### src/rtl/div_pkg.sv
// Shared encodings for the iterative divider: operation codes and FSM states.
// Also holds the op-decoding helpers used by both the top and the bench.
package div_pkg;

  localparam logic [1:0] OP_DIV  = 2'b00;
  localparam logic [1:0] OP_DIVU = 2'b01;
  localparam logic [1:0] OP_REM  = 2'b10;
  localparam logic [1:0] OP_REMU = 2'b11;

  typedef enum logic [1:0] {
    IDLE = 2'd0,
    CALC = 2'd1,
    FIX  = 2'd2,
    DONE = 2'd3
  } state_t;

  // Bit 0 clear selects the signed flavour, bit 1 set selects the remainder.
  function automatic logic op_signed(input logic [1:0] op);
    return ~op[0];
  endfunction

  function automatic logic op_rem(input logic [1:0] op);
    return op[1];
  endfunction

endpackage

### src/rtl/div_step.sv
// One restoring-division iteration, purely combinational.
// Shifts {rem,quo} left, trial-subtracts the divisor on WIDTH+1 bits, keeps or restores.
module div_step #(
  parameter int WIDTH = 32
) (
  input  logic [WIDTH-1:0] rem,
  input  logic [WIDTH-1:0] quo,
  input  logic [WIDTH-1:0] dvs,
  output logic [WIDTH-1:0] rem_nxt,
  output logic [WIDTH-1:0] quo_nxt
);

  logic [WIDTH:0] shifted;
  logic [WIDTH:0] trial;

  assign shifted = {rem, quo[WIDTH-1]};
  assign trial   = shifted - {1'b0, dvs};

  // A set top bit means the trial went negative, so the shifted value is restored.
  assign rem_nxt = trial[WIDTH] ? shifted[WIDTH-1:0] : trial[WIDTH-1:0];
  assign quo_nxt = {quo[WIDTH-2:0], ~trial[WIDTH]};

endmodule

### src/rtl/iter_divider.sv
// Iterative signed/unsigned divider: WIDTH+2 cycles start-to-done, 1 cycle for /0 and overflow.
// Backpressure: start is ignored unless idle; flush aborts and leaves result untouched.
module iter_divider
  import div_pkg::*;
#(
  parameter int WIDTH = 32
) (
  input  logic             clk,
  input  logic             rst_n,
  input  logic             start,
  input  logic [1:0]       op,
  input  logic [WIDTH-1:0] dividend,
  input  logic [WIDTH-1:0] divisor,
  input  logic             flush,
  output logic             busy,
  output logic             done,
  output logic [WIDTH-1:0] result
);

  localparam int CW = $clog2(WIDTH);
  localparam logic [WIDTH-1:0] MOST_NEG = {1'b1, {(WIDTH-1){1'b0}}};

  state_t           state, state_nxt;
  logic [CW-1:0]    cnt;
  logic [WIDTH-1:0] rem, quo, dvs;
  logic [WIDTH-1:0] rem_nxt, quo_nxt;
  logic             is_rem, neg_q, neg_r;

  logic             sgn, div_zero, ovf, special;
  logic [WIDTH-1:0] abs_a, abs_b, special_val, fix_q, fix_r;

  assign sgn      = op_signed(op);
  assign div_zero = (divisor == '0);
  assign ovf      = sgn && (dividend == MOST_NEG) && (divisor == '1);
  assign special  = div_zero | ovf;

  assign abs_a = (sgn && dividend[WIDTH-1]) ? -dividend : dividend;
  assign abs_b = (sgn && divisor[WIDTH-1])  ? -divisor  : divisor;

  // Divide-by-zero takes precedence; the overflow case can never have a zero divisor anyway.
  always_comb begin
    special_val = '0;
    if (div_zero)
      special_val = op_rem(op) ? dividend : '1;
    else
      special_val = op_rem(op) ? '0 : dividend;
  end

  assign fix_q = neg_q ? -quo : quo;
  assign fix_r = neg_r ? -rem : rem;

  div_step #(.WIDTH(WIDTH)) u_step (
    .rem     (rem),
    .quo     (quo),
    .dvs     (dvs),
    .rem_nxt (rem_nxt),
    .quo_nxt (quo_nxt)
  );

  always_ff @(posedge clk or negedge rst_n) begin
    if (!rst_n)
      state <= IDLE;
    else
      state <= state_nxt;
  end

  always_comb begin
    state_nxt = state;
    if (flush) begin
      state_nxt = IDLE;
    end else begin
      case (state)
        IDLE:    if (start) state_nxt = special ? DONE : CALC;
        CALC:    if (cnt == '0) state_nxt = FIX;
        FIX:     state_nxt = DONE;
        DONE:    state_nxt = IDLE;
        default: state_nxt = IDLE;
      endcase
    end
  end

  always_comb begin
    busy = 1'b0;
    done = 1'b0;
    case (state)
      CALC, FIX: busy = 1'b1;
      DONE:      done = 1'b1;
      default:   ;
    endcase
  end

  always_ff @(posedge clk or negedge rst_n) begin
    if (!rst_n) begin
      cnt    <= '0;
      rem    <= '0;
      quo    <= '0;
      dvs    <= '0;
      is_rem <= 1'b0;
      neg_q  <= 1'b0;
      neg_r  <= 1'b0;
      result <= '0;
    end else if (!flush) begin
      case (state)
        IDLE: begin
          if (start) begin
            is_rem <= op_rem(op);
            neg_q  <= sgn && (dividend[WIDTH-1] ^ divisor[WIDTH-1]);
            neg_r  <= sgn && dividend[WIDTH-1];
            rem    <= '0;
            quo    <= abs_a;
            dvs    <= abs_b;
            cnt    <= CW'(WIDTH-1);
            if (special) result <= special_val;
          end
        end
        CALC: begin
          rem <= rem_nxt;
          quo <= quo_nxt;
          cnt <= cnt - CW'(1);
        end
        FIX:     result <= is_rem ? fix_r : fix_q;
        default: ;
      endcase
    end
  end

endmodule
### config.mk
export PLATFORM = sky130hd
export DESIGN_NAME = iter_divider
export DESIGN_NICKNAME = d
export VERILOG_FILES = /design/src/rtl/div_pkg.sv /design/src/rtl/div_step.sv /design/src/rtl/iter_divider.sv
export SDC_FILE = /design/constraint.sdc
export NUM_CORES = 1
export LEC_CHECK = 0
export BUFFER_PORTS_ARGS = -buffer_cell sky130_fd_sc_hd__buf_2
export CAP_MARGIN = 20
export CELL_PAD_IN_SITES_DETAIL_PLACEMENT = 1
export CELL_PAD_IN_SITES_GLOBAL_PLACEMENT = 1
export CORE_AREA = 2 2 157 159
export CTS_CLUSTER_DIAMETER = 80
export DETAILED_ROUTE_END_ITERATION = 8
export DIE_AREA = 0 0 159 161
export GPL_TIMING_DRIVEN = 0
export PLACE_DENSITY_LB_ADDON = 0.08
export SLEW_MARGIN = 20
export SYNTH_ARGS = -nofsm -noshare
export SYNTH_HDL_FRONTEND = slang
export SYNTH_SLANG_ARGS = --single-unit
### constraint.sdc
create_clock -name clk -period 5.07 [get_ports clk]
set_input_delay 1.521 -clock clk [delete_from_list [all_inputs] [get_ports clk]]
set_output_delay 1.521 -clock clk [all_outputs]
set_load 0.01 [all_outputs]
# --- Word-level counts from Yosys, hierarchy flattened ---
# Index checks and enable logic that the tools add are counted.
classes:
  n_addsub: 6
  eq_ne: 9
  mux: 25
  bitwise_logic: 5
  reduce_logical: 15
ops:
  columns: ["operator", "count"]
  rows:
  - ["$mux 32", 13]
  - ["$pmux 32 s2", 3]
  - ["$neg 32->32", 4]
  - ["$eq 32x32->1 const B", 2]
  - ["$sub 33x32->33", 1]
  - ["$logic_not 32->1", 1]
  - ["$pmux 5 s2", 1]
  - ["$mux 2", 4]
  - ["$pmux 2 s4", 1]
  - ["$ne 3x3->1 const B", 2]
  - ["$reduce_and 3->1", 2]
  - ["$logic_and 1x1->1", 5]
  - ["$logic_not 5->1", 1]
  - ["$mux 5", 1]
  - ["$sub 5x1->5 const B", 1]
  - ["$eq 2x2->1 const B", 2]
  - ["$ne 2x2->1 const B", 2]
  - ["$reduce_and 4->1", 1]
  - ["$reduce_bool 2->1", 2]
  - ["$not 1->1", 3]
  - ["$eq 2x1->1 const B", 1]
  - ["$logic_not 2->1", 1]
  - ["$mux 1", 2]
  - ["$reduce_and 2->1", 1]
  - ["other kinds (3)", 3]
word_totals:
  reg_bits: 138
  in_bits: 70
  output_inout_bits: 34
  elab_cells: 69

# --- Logic depth before layout (Yosys ltp) ---
# Gate-level depths: netlist of the first run.
depth:
  ltp_word: 8
  ltp_mapped: 14
  ltp_nobuf: 11

# --- Modules after synthesis ---
# From an unflattened synthesis of the first run, not the netlist that was laid out.
unflattened:
  cells_unflattened: 1409
  hier_area_um2: 11858.9
by_module_without_submodules:
  columns: ["mod", "n_inst", "cells_per_inst", "area_per_inst_um2", "seq_area_each_um2"]
  rows:
  - ["iter_divider", 1, 1072, 9260.1, 3453.3]
  - ["div_step", 1, 337, 2598.7, 0.0]

# --- Least setup slack after synthesis of the first run ---
# Ideal clock, no wire load.
synth_timing:
  kind: "input-to-reg"
  start: "input port divisor[0]"
  end: "register result[21]"
  setup_ns: 0.125
  arrival_time_ns: 3.745
  required_time_ns: 4.945
  slack_ns: 1.200
  cell_stages: 11
  path_buffers: 2
  cell_sequence: "inv_1 > ha_1 > or3b_1 > nor4_4 > and4_1 > buf_2 > and3b_1 > buf_4 > o21bai_2 > a21oi_4 > mux2_2"
synth_between:
  elab_chain_cells: 5
  elab_cells_between_ends: 10
  cone_classes: "eq/ne (2); mux (4); bitwise (1); reduce/logical (3)"
synth_lines:
  columns: ["element", "line", "text"]
  rows:
  - ["from (decl)", "iter_divider.sv:13", "input logic [WIDTH-1:0] divisor,"]
  - ["$eq 32x32->1 / $logic_not 32->1 (equally long branches)", "iter_divider.sv:34, iter_divider.sv:33", null]
  - ["$logic_and 1x1->1 / $mux 32 (equally long branches)", "iter_divider.sv:34, iter_divider.sv:43", null]
  - ["$or 1x1->1 / $mux 32 (equally long branches)", "iter_divider.sv:35, iter_divider.sv:113", null]
  - ["$ne 2x2->1 (no line) / $mux 32 (equally long branches)", null, null]
  - ["$reduce_and 4->1 (no line) / $pmux 32 s2 (equally long branches)", null, null]
  - ["to (signal assigned)", "iter_divider.sv:113", "if (special) result <= special_val;"]
  - ["to (signal assigned)", "iter_divider.sv:121", "FIX: result <= is_rem ? fix_r : fix_q;"]
  - ["to (decl)", "iter_divider.sv:17", "output logic [WIDTH-1:0] result"]
# Parallel ways exist; a longest one is shown, timed or not. The select of a mux whose other input is x is not followed.
# A chain may end at the register's enable or synchronous reset.

# --- Final worst setup path of the first run ---
layout_timing:
  start: "input port divisor[0]"
  end: "register result[29]"
# Same word-level chain as after synthesis.

==> results of run 1 <==
[critical path, stage by stage]
cell	delay (ns)
buf_2	0.12
inv_1	0.08
ha_1	0.17
or3b_1	0.43
nor4_4	0.43
and4_1	0.28
buf_2	0.18
and3b_1	0.20
buf_4	0.20
o21bai_2	0.11
a21oi_4	0.33
buf_6	0.21
buf_6	0.16
a21oi_1	0.08
[flip-flops by register name, summed over array words and instances, names as in the netlist]
signal	count
is_rem	1
neg_q	1
state	2
quo	32
neg_r	1
result	32
dvs	32
cnt	5
rem	32
[final cells by class]
class | count | share of cell area [%]
Multi-Input combinational cell | 1191 | 56.8
Sequential cell | 138 | 26.4
Timing Repair Buffer | 100 | 4.08
Clock buffer | 17 | 3.26
Buffer | 95 | 3.26
Tap cell | 324 | 3.10
Inverter | 63 | 1.81
Clock inverter | 15 | 1.20
[how the worst max path moves through the flow]
stage,from,end,slack (ns)
after global routing,rem[20]$_DFFE_PN0P_,rem[22]$_DFFE_PN0P_,0.73
after floorplan,divisor[0],result[21]$_DFFE_PN0P_,1.20
after global placement,rst_n,result[5]$_DFFE_PN0P_,0.37
after detailed placement,divisor[0],result[1]$_DFFE_PN0P_,0.48
final,divisor[0],result[29]$_DFFE_PN0P_,0.88
after CTS,divisor[0],result[29]$_DFFE_PN0P_,0.94
[report_power, final]
| part | switching (mW) | internal, mW |
|---|---|---|
| sequential | 0.525 | 1.56 |
| combinational | 3.49 | 1.92 |
| clock | 0.601 | 0.698 |
[cell families (layout without fill, tap and decap cells)]
logic type,count (synthesis),in the layout,share of synthesized area (%)
AND/OR/NAND/NOR,500,500,20.2
AO/OA/AOI/OAI,452,452,23.9
buffers and inverters,158,290,5.74
XOR/XNOR,146,146,11.1
flip-flops,138,138,29.9
adder cells (fa/ha/maj),54,54,5.71
multiplexers,39,39,3.47
[routing by layer]
metal | vias up | GRT usage (%) | wire length [um]
met1 | 6058 | 49.6 | 20000
li1 | 5507 | - | -
met5 | - | 0 | 0
met4 | 0 | 11.6 | 1260
met3 | 82 | 5.37 | 3300
met2 | 488 | 55.0 | 20100
[cell usage in the layout (no fill, tap or decap), types with 7 or more instances in the layout]
| cell | Yosys | layout |
|---|---|---|
| nor2_1 | 145 | 145 |
| buf_2 | 7 | 105 |
| or4_1 | 7 | 7 |
| clkbuf_1 | 73 | 73 |
| nand3_1 | 18 | 18 |
| mux2i_1 | 31 | 31 |
| nand4_1 | 19 | 19 |
| a31oi_1 | 15 | 15 |
| clkbuf_16 | 0 | 17 |
| or3_1 | 9 | 9 |
| nand2b_1 | 13 | 13 |
| a21o_1 | 17 | 17 |
| inv_1 | 63 | 63 |
| o22ai_1 | 10 | 10 |
| xnor2_1 | 80 | 80 |
| mux2_2 | 8 | 8 |
| ha_1 | 43 | 43 |
| nand2_1 | 186 | 186 |
| nor2b_1 | 8 | 8 |
| a21oi_1 | 143 | 143 |
| nor3_1 | 32 | 32 |
| xor2_1 | 66 | 66 |
| a311oi_1 | 7 | 7 |
| o31ai_1 | 24 | 24 |
| o41ai_1 | 12 | 12 |
| and3_1 | 10 | 10 |
| maj3_1 | 10 | 10 |
| a211oi_1 | 23 | 23 |
| dfrtp_1 | 138 | 138 |
| nor4_1 | 17 | 17 |
| o211ai_1 | 9 | 9 |
| o21ai_0 | 140 | 140 |
[stage by stage]
| step | hold WS, ns | std cells | total power, mW | worst slack [ns] |
|---|---|---|---|---|
| 3_5_place_dp | 0.471 | 1911 | 7.31 | 0.481 |
| 2_1_floorplan | 0.450 | 1487 | 5.57 | 1.20 |
| 5_1_grt | 0.512 | 1943 | 9.38 | 0.726 |
| 3_3_place_gp | 0.462 | 1910 | 7.10 | 0.366 |
| 6_report | 0.476 | 1943 | 8.80 | 0.882 |
| 4_1_cts | 0.485 | 1943 | 8.68 | 0.939 |
==> metrics.txt, run 1 <==
status completed; Min-Delay Endpoint dvs[30]$_DFFE_PN0P_; Pwr Density 674 nW/um^2; remaining antenna violation count 0; CTS Root Cell clkbuf_16; commonest cells in the synthesized netlist nand2_1, nor2_1, a21oi_1; Max Slew Vio Count 0; Yosys cell types 75; Max Clock Freq 0.239 GHz; Post-CTS Setup Repair Bufs 0; PostCTS Resize Cnt 0; Syn Nets 1601; first-pass GRT wire length 70.2 mm; CP Capture Type flop; unrepaired setup endpoints after global routing false; Leakage 5.74 nW; CP required 5.39 ns; Vias/cell 6.25; hold buffers post-CTS 0; final setup fails 0; Reg-to-Reg Start rem[20]$_DFFE_PN0P_; final core utilization 54.5%; Fill cells 3079; Syn Inst Count 1487; WS Path Type in2reg; CTS Sinks 138; Period Utilization, post-route 82.6%; Post-DP Area 12500 um^2; Critical Path AT 4.51 ns; clk buf depth 2; starting density of the core 48.1%; Worst Hold Class reg2reg; Avg WL per Cell 23.0 um; antenna violations before repair 0; nets 1720; Slew @ Worst Pin 0.978 ns; cell area after synthesis 11500 um^2; Rows 57; Synth area leader dfrtp_1; post-synth top area share 29.9%; Hold Vio Cnt, Final 0; Die Wd 159 um; FF-to-FF End rem[22]$_DFFE_PN0P_; dominant cell by count in the synthesized netlist nand2_1; largest net degree at the start of global routing 86; Antenna Cells 0; Reg2Reg Setup Slack 0.92 ns; PortBufs 99; DRC violations left 0; Rel. slew slack 34.2%; hold depth 2; final instance area 13100 um^2; Register Area 3450 um^2; CTS tree done; Synth area leaders dfrtp_1, a21oi_1, o21ai_0; CTS Buf Count 17; die height 161 um; CP startpoint kind input pin; multi-input logic area 7420 um^2; Core ar. 24000 um^2; Max Cap Viol 0; Clock Skews 0.0152 ns; number of synthesized flops with an enable pin 0; register bit total from synthesis 138; GRT Util Overall 35.0%; via count 12100; Mapped Avg Cell Area 7.76 um^2; Placer Congestion 1.00; Worst R2R Path Depth 12; Max FO, Critical Path 10; DRT Wirelength 44.7 mm; peak supply drop 0.262 mV; die area 25600 um^2; H-Tree Depth 4; gr ovfl total 0; post-synthesis sequential area ratio 29.9%; Total Neg Setup Slack 0 ns; yosys warns 0; min-delay src dvs[30]$_DFFE_PN0P_; fin crit period 4.19 ns; share of cells above drive strength 1 11.0%; vias in the first global route 12200; Clk pin slew, worst setup/hold paths 0.07 ns; I/O Pins 104; clk_lat worst skew 0.45 ns; Area growth syn-to-layout 13.2%; dpl hpwl 34.8 mm; Post-synth top flop dfrtp_1; drt initial violations 1132; drt first pass iters 5; async set-reset flop share out of synthesis 100%
No activity file was read; power rests on OpenSTA's default activity.
==> run 2, diff against run 1 <==
--- a/config.mk
+++ b/config.mk
@@ -9,10 +9,10 @@
 export CAP_MARGIN = 20
 export CELL_PAD_IN_SITES_DETAIL_PLACEMENT = 1
 export CELL_PAD_IN_SITES_GLOBAL_PLACEMENT = 1
-export CORE_AREA = 2 2 157 159
+export CORE_AREA = 2 2 162 164
 export CTS_CLUSTER_DIAMETER = 80
 export DETAILED_ROUTE_END_ITERATION = 8
-export DIE_AREA = 0 0 159 161
+export DIE_AREA = 0 0 164 166
 export GPL_TIMING_DRIVEN = 0
 export PLACE_DENSITY_LB_ADDON = 0.08
 export SLEW_MARGIN = 20
==> constraint.sdc (replaced) <==
create_clock -name clk -period 4.3 [get_ports clk]
set_input_delay 1.29 -clock clk [delete_from_list [all_inputs] [get_ports clk]]
set_output_delay 1.29 -clock clk [all_outputs]
set_load 0.01 [all_outputs]
==> run 2 against run 1 <==
First-iteration DRC count down 15%. Critical endpoint is now rem[22]$_DFFE_PN0P_. Clock power up 13%. Clock-buffer cell count up 1. Combinational power up 17%. Register-to-register slack worse by 0.68 ns. Global-route usage down 1.8 points. Highest routed layer unchanged. Largest power group unchanged. Die area up 6.3%.
==> metrics.txt, run 2 (same netlist as run 1, synthesis figures left out) <==
die area 27200 um^2 (+6.3%); Rows 59 (+3.5%); dpl hpwl 35.3 mm (+1.4%); CTS Root Cell clkbuf_16; fin crit period 4.06 ns; Max FO, Critical Path 10 (unchanged); peak supply drop 0.301 mV (+15%); vias in the first global route 12000 (-2.3%); via count 11900 (-1.9%); Worst Hold Class reg2reg; Max stage delay cell, worst path a211oi_1; final setup fails 0 (unchanged); Vias/cell 6.09 (-2.5%); Worst Slack Setup Final 0.244 ns (-0.638 ns); Slew @ Worst Pin 0.994 ns (+0.0155 ns); Max Cap Viol 0 (unchanged); CTS tree done; H-Tree Depth 4 (unchanged); Reg2Reg Setup Slack 0.24 ns (-0.68 ns); nets 1720 (unchanged); Pwr Density 786 nW/um^2 (+17%); Antenna Cells 0 (unchanged); Clk pin slew, worst setup/hold paths 0.07 ns (about the same); Max Slew Vio Count 0 (unchanged); CP cell instances inv_1, ha_1, fa_1, nand2b_1, a21o_1, a211oi_1, o211ai_1, nand3_1, nor3b_2, buf_2, buf_2, nand4_1, o311ai_0; CP startpoint kind flop; clk_lat worst skew 0.44 ns (about the same); Hold Vio Cnt, Final 0 (unchanged); largest net degree at the start of global routing 92 (+7.0%); Period Utilization, post-route 94.3%; Avg WL per Cell 22.8 um (-0.89%); min-delay src dvs[18]$_DFFE_PN0P_; Post-CTS Setup Repair Bufs 0 (unchanged); status completed; gr ovfl total 0 (unchanged); slowest stage delay, CP 0.61 ns (+0.18 ns); Die Wd 164 um (+3.1%); clk buf depth 2 (unchanged); unrepaired setup endpoints after global routing false; DRC violations left 0 (unchanged); Leakage 5.72 nW (-0.29%); Area growth syn-to-layout 13.1% (about the same); cell repeated most along the worst path buf_2; starting density of the core 45.0% (-3.1 points); Reg-to-Reg Start quo[31]$_DFFE_PN0P_; Max Clock Freq 0.247 GHz; Placer Congestion 0.938 (-6.4%); share of cells above drive strength 1 11.0% (unchanged); CTS Buf Count 17 (unchanged); first-pass GRT wire length 69.8 mm (-0.56%); Worst R2R Path Depth 13 (+1); antenna violations before repair 0 (unchanged); remaining antenna violation count 0 (unchanged); hold depth 2 (unchanged); CP required 4.60 ns (-0.79 ns); drt first pass iters 5 (unchanged); leading cell type in the layout, fill and taps excluded nand2_1; DRT Wirelength 44.6 mm (-0.33%); GRT Util Overall 33.3% (-1.8 points); WS Path Type reg2reg; CP Capture Type flop; PortBufs 99 (unchanged); drt initial violations 966 (-15%); Core ar. 25600 um^2 (+6.9%); final core utilization 51.0% (-3.5 points); most frequent cells in the layout nand2_1, nor2_1, a21oi_1; Clock Skews 0.0176 ns (+0.00240 ns); die height 166 um (+3.1%); PostCTS Resize Cnt 0 (unchanged); I/O Pins 104 (unchanged); Post-Place Setup Slack -0.0982 ns (-0.579 ns); Min-Delay Endpoint dvs[18]$_DFFE_PN0P_; CTS Sinks 138 (unchanged); FF-to-FF End rem[22]$_DFFE_PN0P_; Rel. slew slack 33.1% (-1.0 points); hold buffers post-CTS 0 (unchanged); Critical Path AT 4.35 ns (-0.16 ns)
-- run 2: cell types whose count changed in the layout (fill, tap and decap cells not counted) --
cell / previous run / this run
clkinvlp_4: 2 / 4
bufinv_16: 1 / 0
clkbuf_8: 0 / 1
clkinv_2: 1 / 0
inv_8: 4 / 3
-- run 2: metrics by stage --
stage          TNS [ns]  instance area [um^2]  instances  power [mW]  hold WS [ns]
6_report              0                 13100       1954        10.3         0.480
3_5_place_dp      -1.59                 12500       1922        8.63         0.473
2_1_floorplan         0                 11500       1487        6.56         0.450
3_3_place_gp     -31.18                 12500       1921        8.44         0.462
4_1_cts               0                 13100       1954        10.2         0.489
5_1_grt               0                 13100       1954        11.0         0.505
-- run 2: layout make-up --
type / count / area, um^2
Clock buffer: 18 / 439
Timing Repair Buffer: 100 / 533
Sequential cell: 138 / 3450
Multi-Input combinational cell: 1191 / 7420
Tap cell: 335 / 419
Fill cell: 3251 / 12600
Buffer: 95 / 425
Inverter: 63 / 236
Clock inverter: 14 / 125
-- run 2: power breakdown --
part | switching (mW) | leakage (nW) | internal, mW
clock | 0.691 | 0.267 | 0.777
combinational | 4.08 | 3.73 | 2.26
sequential | 0.609 | 1.73 | 1.84
total | 5.38 | 5.72 | 4.88
-- run 2: per-layer routing --
| layer | wire length, um | share of wire, % | global-route usage (%) | vias up |
|---|---|---|---|---|
| met5 | 0 | 0 | 0 | - |
| met4 | 938 | 2.1 | 8.77 | 0 |
| met3 | 2980 | 6.7 | 5.54 | 55 |
| met2 | 20100 | 45 | 50.7 | 368 |
| met1 | 20600 | 46 | 48.7 | 5959 |
| li1 | - | - | - | 5518 |
-- run 2: worst max path at each step --
stage,from,endpoint,cells past startpoint
6_report,quo[31]$_DFFE_PN0P_,rem[22]$_DFFE_PN0P_,13
5_1_grt,quo[31]$_DFFE_PN0P_,rem[22]$_DFFE_PN0P_,13
2_1_floorplan,divisor[0],result[21]$_DFFE_PN0P_,11
3_3_place_gp,rst_n,state[1]$_DFFE_PN0P_,1
4_1_cts,quo[31]$_DFFE_PN0P_,rem[22]$_DFFE_PN0P_,13
3_5_place_dp,divisor[0],result[29]$_DFFE_PN0P_,14
-- run 2: worst max-delay path: cells and delay by family, from the launching register on --
kind | cells | cell delay [ns]
compound gates | 4 | 1.29
simple gates | 4 | 0.86
buf+inv | 3 | 0.76
fa+ha+maj | 2 | 0.63
flops | 1 | 0.37
